<file path="src/rtl/arb_mux.sv">
// -----------------------------------------------------------------------------
// arb_mux -- NCH-channel valid/ready arbiter feeding one registered output.
//
// Each cycle the output register can load (it is empty, or its beat is being
// drained downstream), one requesting channel is granted. Its data and index
// are captured into the output register on the same edge. Drain and load in
// the same cycle are lossless, so the mux sustains one beat per clock.
//
// Configuration macro:
//   ARB_MUX_RR_EN  defined   -> round-robin: search starts at a priority
//                               pointer that moves past each granted channel.
//                  undefined -> fixed priority: lowest-index valid channel
//                               wins and the pointer is a constant 0.
//
// Parameters:
//   WIDTH  data width per channel (1..64)
//   NCH    number of input channels (power of two, 2..8)
//   SELW   channel-index width, log2(NCH)
//
// Ports:
//   iClk     clock, rising edge
//   iRst_n   asynchronous active-low reset
//   iData    channel data, channel k at [k*WIDTH +: WIDTH]
//   iValid   per-channel request valid
//   oReady   per-channel accept (one-hot or zero)
//   oData    registered selected data
//   oValid   oData holds a beat
//   iReady   downstream accept
//   oSel     index of the channel whose beat is in oData
// -----------------------------------------------------------------------------
module arb_mux #(
  parameter int WIDTH = 32,
  parameter int NCH   = 4,
  localparam int SELW = $clog2(NCH)
) (
  input  logic                 iClk,
  input  logic                 iRst_n,
  input  logic [NCH*WIDTH-1:0] iData,
  input  logic [NCH-1:0]       iValid,
  output logic [NCH-1:0]       oReady,
  output logic [WIDTH-1:0]     oData,
  output logic                 oValid,
  input  logic                 iReady,
  output logic [SELW-1:0]      oSel
);

  logic [WIDTH-1:0] ch_data [NCH];
  logic [WIDTH-1:0] data_reg;
  logic [SELW-1:0]  sel_reg;
  logic             valid_reg;
  logic [SELW-1:0]  ptr;
  logic             load;
  logic             grant_any;
  logic [SELW-1:0]  grant_idx;

  // Unpack the flat data bus into one word per channel.
  generate
    for (genvar gi = 0; gi < NCH; gi++) begin : g_unpack
      assign ch_data[gi] = iData[gi*WIDTH +: WIDTH];
    end
  endgenerate

  assign load = ~valid_reg | iReady;

  // Search upward from ptr with wrap; NCH is a power of two, so the SELW-bit
  // addition wraps naturally. With ptr fixed at 0 this is plain lowest-index
  // priority.
  always_comb begin
    grant_any = 1'b0;
    grant_idx = '0;
    for (int i = 0; i < NCH; i++) begin
      logic [SELW-1:0] idx;
      idx = ptr + SELW'(i);
      if (!grant_any && iValid[idx]) begin
        grant_any = 1'b1;
        grant_idx = idx;
      end
    end
  end

  // Accept only when the output register can take the beat. The reset gate
  // keeps every accept low while iRst_n is asserted, independent of the clock.
  generate
    for (genvar gi = 0; gi < NCH; gi++) begin : g_ready
      assign oReady[gi] = iRst_n & load & grant_any & (grant_idx == SELW'(gi));
    end
  endgenerate

  always_ff @(posedge iClk or negedge iRst_n) begin
    if (!iRst_n) begin
      data_reg  <= '0;
      sel_reg   <= '0;
      valid_reg <= 1'b0;
    end else if (load) begin
      if (grant_any) begin
        data_reg  <= ch_data[grant_idx];
        sel_reg   <= grant_idx;
        valid_reg <= 1'b1;
      end else begin
        // Drained (or already empty) with nothing new: data and index hold.
        valid_reg <= 1'b0;
      end
    end
  end

`ifdef ARB_MUX_RR_EN
  logic [SELW-1:0] ptr_reg;

  // Pointer moves only on an input transfer, which happens exactly when
  // load and a grant coincide; a request withdrawn without transfer leaves it.
  always_ff @(posedge iClk or negedge iRst_n) begin
    if (!iRst_n) begin
      ptr_reg <= '0;
    end else if (load && grant_any) begin
      ptr_reg <= grant_idx + SELW'(1);
    end
  end

  assign ptr = ptr_reg;
`else
  assign ptr = '0;
`endif

  assign oData  = data_reg;
  assign oSel   = sel_reg;
  assign oValid = valid_reg;

endmodule

</file>
<file path="config.mk">
export PLATFORM = sky130hd
export DESIGN_NAME = arb_mux
export DESIGN_NICKNAME = d
export VERILOG_FILES = /design/src/rtl/arb_mux.sv
export SDC_FILE = /design/constraint.sdc
export NUM_CORES = 1
export LEC_CHECK = 0
export CAP_MARGIN = 10
export CELL_PAD_IN_SITES_DETAIL_PLACEMENT = 1
export CELL_PAD_IN_SITES_GLOBAL_PLACEMENT = 1
export CORE_MARGIN = 8
export CORE_UTILIZATION = 23
export CTS_CLUSTER_DIAMETER = 120
export DETAILED_ROUTE_END_ITERATION = 12
export GPL_TIMING_DRIVEN = 0
export HOLD_SLACK_MARGIN = 0.03
export MAX_ROUTING_LAYER = met4
export PLACE_DENSITY = 0.83
export SYNTH_ARGS = -nofsm -noshare
export SYNTH_HDL_FRONTEND = slang
export SYNTH_SLANG_ARGS = --single-unit
</file>
<file path="constraint.sdc">
create_clock -name iClk -period 1.4 [get_ports iClk]
set_input_delay 0.28 -clock iClk [delete_from_list [all_inputs] [get_ports iClk]]
set_output_delay 0.28 -clock iClk [all_outputs]
set_load 0.01 [all_outputs]
</file>
## Word level (Yosys, flattened, before mapping)

Cells that the tools add are included.

- Magnitude comparators: 1
- Equality and inequality tests: 3
- Muxes and demuxes: 11
- Bitwise gates (word level): 9
- Reductions and logical operators: 8

Operators by type and width:

| kind | number |
|---|---|
| $bmux W32 S2 | 1 |
| $mux W32 | 2 |
| $and A1 B1 Y1 | 6 |
| $mux W1 | 6 |
| $eq A2 B2 Y1 const B | 2 |
| $mux W2 | 2 |
| $ge A3 B3 Y1 const B | 1 |
| $logic_and A1 B1 Y1 | 3 |
| $logic_not A1 Y1 | 3 |
| $not A2 Y3 | 1 |
| $eq A2 B1 Y1 const B | 1 |
| $logic_not A2 Y1 | 1 |
| $reduce_and A2 Y1 | 1 |
| $not A1 Y1 | 1 |
| $or A1 B1 Y1 | 1 |

- Register bits: 35

## Logic depth before layout (Yosys ltp)

- Depth in word-level cells: 14
- Depth in mapped cells: 6

## Worst setup path after synthesis

Ideal clock, no wire load.

- Path type: input -> output
- Start: input iValid[3]
- End: output oReady[3]
- Data arrival time: 1.251 ns
- Path slack: -0.131 ns
- Cell stages on the path: 4
- Buffers on the path: 2
- Cell sequence: buf_2 -> clkbuf_1 -> nor2b_1 -> nor3b_1

- Word-level cells in the longest chain between the ends: 4
- Elaborated cells between the ends (all ways): 6

Ends and longest elaborated chain:

| item | RTL line | text |
|---|---|---|
| start, declared | 39 | `input logic [NCH-1:0] iValid,` |
| $logic_and A1 B1 Y1 * | 74 | `if (!grant_any && iValid[idx]) begin` |
| $mux W2 or $mux W1 (tied branches) | 74 |  |
| $eq A2 B2 Y1 or $and A1 B1 Y1 (tied branches) | 85 | `assign oReady[gi] = iRst_n & load & grant_any & (grant_idx == SELW'(gi));` |
| $and A1 B1 Y1 * | 85 |  |
| end, declared | 40 | `output logic [NCH-1:0] oReady,` |

Every way passes the cells marked *; elsewhere a longest branch is shown, timed or not.

## Final worst setup path

- Start: input iValid[1]
- End: output oReady[1]

- Word-level cells in the longest chain between the ends: 10
- Elaborated cells between the ends (all ways): 14

Ends and longest elaborated chain:

| item | RTL line |
|---|---|
| $logic_and A1 B1 Y1 * | 74 |
| $mux W1 | 74 |
| $logic_not A1 Y1 | 74 |
| $logic_and A1 B1 Y1 | 74 |
| $mux W1 | 74 |
| $logic_not A1 Y1 | 74 |
| $logic_and A1 B1 Y1 | 74 |
| $mux W2 or $mux W1 (tied branches) | 74 |
| $eq A2 B1 Y1 or $and A1 B1 Y1 (tied branches) | 85 |
| $and A1 B1 Y1 * | 85 |

Marks and branches as above.

==> summary.md <==
| Metric | Value |
|---|---|
| Setup TNS | `-3.655 ns` |
| Initial Util | `23.19%` |
| Hold WS | `-0.09249 ns` |
| DRT Wirelength | `14320 um` |
| Slew @ Worst Pin | `0.5865 ns` |
| Crit-path cells | `buf_4, or4_4, nand3_4, nor2b_1, buf_2` |
| Initial antenna violation count | `0` |
| DRC violations left | `0` |
| Tcrit/Tclk final | `114.0%` |
| Router iterations before antenna repair | `4` |
| Worst Path Arrival | `1.32 ns` |
| Fmax | `0.6266 GHz` |
| Gr ovfl total | `0` |
| RSZ-0062 raised after global routing | `true` |
| Sequential Area | `877.1 um^2` |
| Design area | `4932 um^2` |
| Reg-to-reg startpoint | `oValid` |
| Placeable Area | `11220 um^2` |
| CTS tree | `done` |
| Worst Setup SP | `iValid[1]` |
| First-pass GRT wire length | `21620 um` |
| Vias in the first global route | `3800` |
| Ys async rst share | `100.0%` |
| Worst setup SP type | `input pin` |
| Hpwl dp | `10520 um` |
| Final setup violation count | `37` |
| Skew final | `0.001550 ns` |
| Proportion of layout cells with a drive suffix above 1 | `16.05%` |
| TritonCTS Buffers | `5` |
| Number of flops mapped to enable cells by yosys | `0` |
| Ports | `174` |
| Clk sinks | `35` |
| Post-Syn Area | `2602 um^2` |
| Post-synthesis net count | `422` |
| CP Capture Type | `output port` |
| Failing checks | `negative hold slack, negative setup slack` |
| Die area | `14970 um^2` |
| Setup ws final | `-0.1959 ns` |
| Vias | `3265` |
| Clock latency on the worst-skew pair | `0.28 ns` |
| Post-synth top flop | `dfrtp_1` |
| Cells after synthesis | `287` |
| Critical Path RT | `1.12 ns` |
| Die Ht | `122.4 um` |
| Fillers | `1303` |
| Register area share after synthesis | `33.65%` |
| Crit Path Max Fanout | `6` |
| Unique masters post-synth | `27` |
| Vias per std cell | `5.191` |
| Hold/Removal Path Class | `in2async` |
| Multi-input gate area | `1580 um^2` |
| Peak supply drop | `439.3 uV` |
| Synth Register Bits | `35` |
| Final core utilization | `43.95%` |
| Clk buf depth | `2` |
| Outcome | `finished with violations` |
| Layout Nets | `620` |
| Max-slew violations | `0` |
| Largest net degree at the start of global routing | `38` |
| Ant. Diodes | `0` |
| Mapped Avg Cell Area | `9.068 um^2` |
| Clock root cell | `clkbuf_16` |
| Htree depth | `2` |
| WL/cell | `22.77 um` |
| Die Wd | `122.4 um` |
| Power per cell area | `771.6 nW/um^2` |
| Antenna-violating nets left | `0` |
| Dpl ws | `-1.209 ns` |
| Largest stage delay, worst path | `0.56 ns` |
| Slew headroom | `60.90%` |
| Area grow syn2layout | `89.52%` |
| Final RePlAce weighted congestion | `0.7647` |
| Max cap viols | `0` |
| Row cnt | `39` |
| Detailed Route Iter0 Violations | `128` |
| Fin crit period | `1.596 ns` |
| GRT Util Overall | `19.17%` |
| Synth warn | `0` |
| I/O Buffers | `171` |
| Crit path kind | `in2out` |
| Final Hold Vio Count | `35` |
| Leak | `2.055 nW` |
| Cell at the slowest stage of the critical path | `or4_4` |
| Placed Area | `4548 um^2` |
| Worst-path clk slew | `0.06 ns` |
[per-stage QoR]
stage / power (mW) / std cells
floorplan: 1.778 / 287
global placement: 2.607 / 601
detailed placement: 2.647 / 601
CTS: 3.817 / 622
global route: 3.975 / 629
finish: 3.806 / 629
[routing by layer]
layer  vias up  wire length (um)  global-route usage [%]
li1       1497                 -                       -
met1      1636              5821                   22.16
met2       118              7511                   33.41
met3        14               785                   3.956
met4         0               206                   4.341
met5         -                 0                       -
[cells in the mapped netlist (2+ instances only)]
| cell type | instances | area [um^2] |
|---|---|---|
| dfrtp_1 | 35 | 875.8 |
| nand2_1 | 34 | 127.6 |
| a211o_1 | 32 | 280.3 |
| a21oi_1 | 32 | 160.2 |
| nand3b_1 | 32 | 240.2 |
| o21a_1 | 32 | 240.2 |
| o32a_1 | 32 | 320.3 |
| clkbuf_1 | 17 | 63.81 |
| buf_2 | 10 | 50.05 |
| buf_6 | 7 | 78.83 |
| nor2b_1 | 4 | 25.02 |
| buf_4 | 3 | 22.52 |
| nor2_1 | 2 | 7.510 |
| nor3_1 | 2 | 10.01 |
[cells in the final DEF, fill, tap and decap left out, types with 2 or more instances in the layout]
| cell | count |
|---|---|
| buf_6 | 12 |
| clkbuf_8 | 6 |
| o21a_1 | 32 |
| buf_8 | 5 |
| buf_2 | 9 |
| nor2b_1 | 3 |
| clkbuf_2 | 4 |
| a211o_1 | 32 |
| a21oi_1 | 32 |
| dfrtp_1 | 34 |
| nor2_1 | 2 |
| clkdlybuf4s50_1 | 128 |
| clkbuf_16 | 5 |
| dlygate4sd2_1 | 35 |
| buf_4 | 21 |
| nand3b_1 | 32 |
| o32a_1 | 32 |
| nor3_2 | 2 |
| nand2_1 | 34 |
| clkbuf_1 | 7 |
[final timing paths]
path                             end  slack (ns)  cells past startpoint
max reg2reg                oData[27]       -0.15                      5
min in group iClk            oSel[0]        0.41                      3
max                        oReady[1]       -0.20                      5
max in group asynchronous     oValid        1.19                      1
min                         oData[2]       -0.09                      1
min reg2reg                  oSel[1]        0.48                      1
[cells by family (layout without fill, tap and decap cells)]
| kind of cell | Yosys count | count (layout) | synth area share (%) |
|---|---|---|---|
| simple gates | 83 | 84 | 18.70 |
| compound gates | 131 | 131 | 39.23 |
| flops | 35 | 35 | 33.65 |
| buf+inv | 38 | 236 | 8.413 |
[critical path, delay by kind of cell]
family,cells,cell delay [ns]
simple gates,3,0.74
buf+inv,2,0.29
[cell type report]
class	instances	share of cell area, %
repair buffers	191	37.14
inverters	1	0.07610
multi-input cells	215	32.04
plain buffers	36	6.164
flip-flops and latches	35	17.78
well taps	143	3.628
clock buffers	8	3.171
[state kept, by name (all words and copies together), names as in the netlist]
register and cells:
oSel 2, oValid 1, oData 32
[report_power, final]
group / leakage [nW] / switching [mW] / internal (mW)
clock network: 0.0772 / 0.434 / 0.759
logic: 1.58 / 0.581 / 0.808
registers: 0.399 / 0.0773 / 1.15
total: 2.06 / 1.09 / 2.71
[repair_timing]
| action | in CTS | in global routing |
|---|---|---|
| endpoints found under the hold margin | 35 | 35 |
| resized for setup | 93 | 15 |
| gates cloned | 4 | 0 |
| setup endpoints to repair | 74 | 37 |
| pin swaps | 3 | 4 |
| buffers inserted | 10 | 7 |
Note: power is estimated with default switching activity, not from simulation.
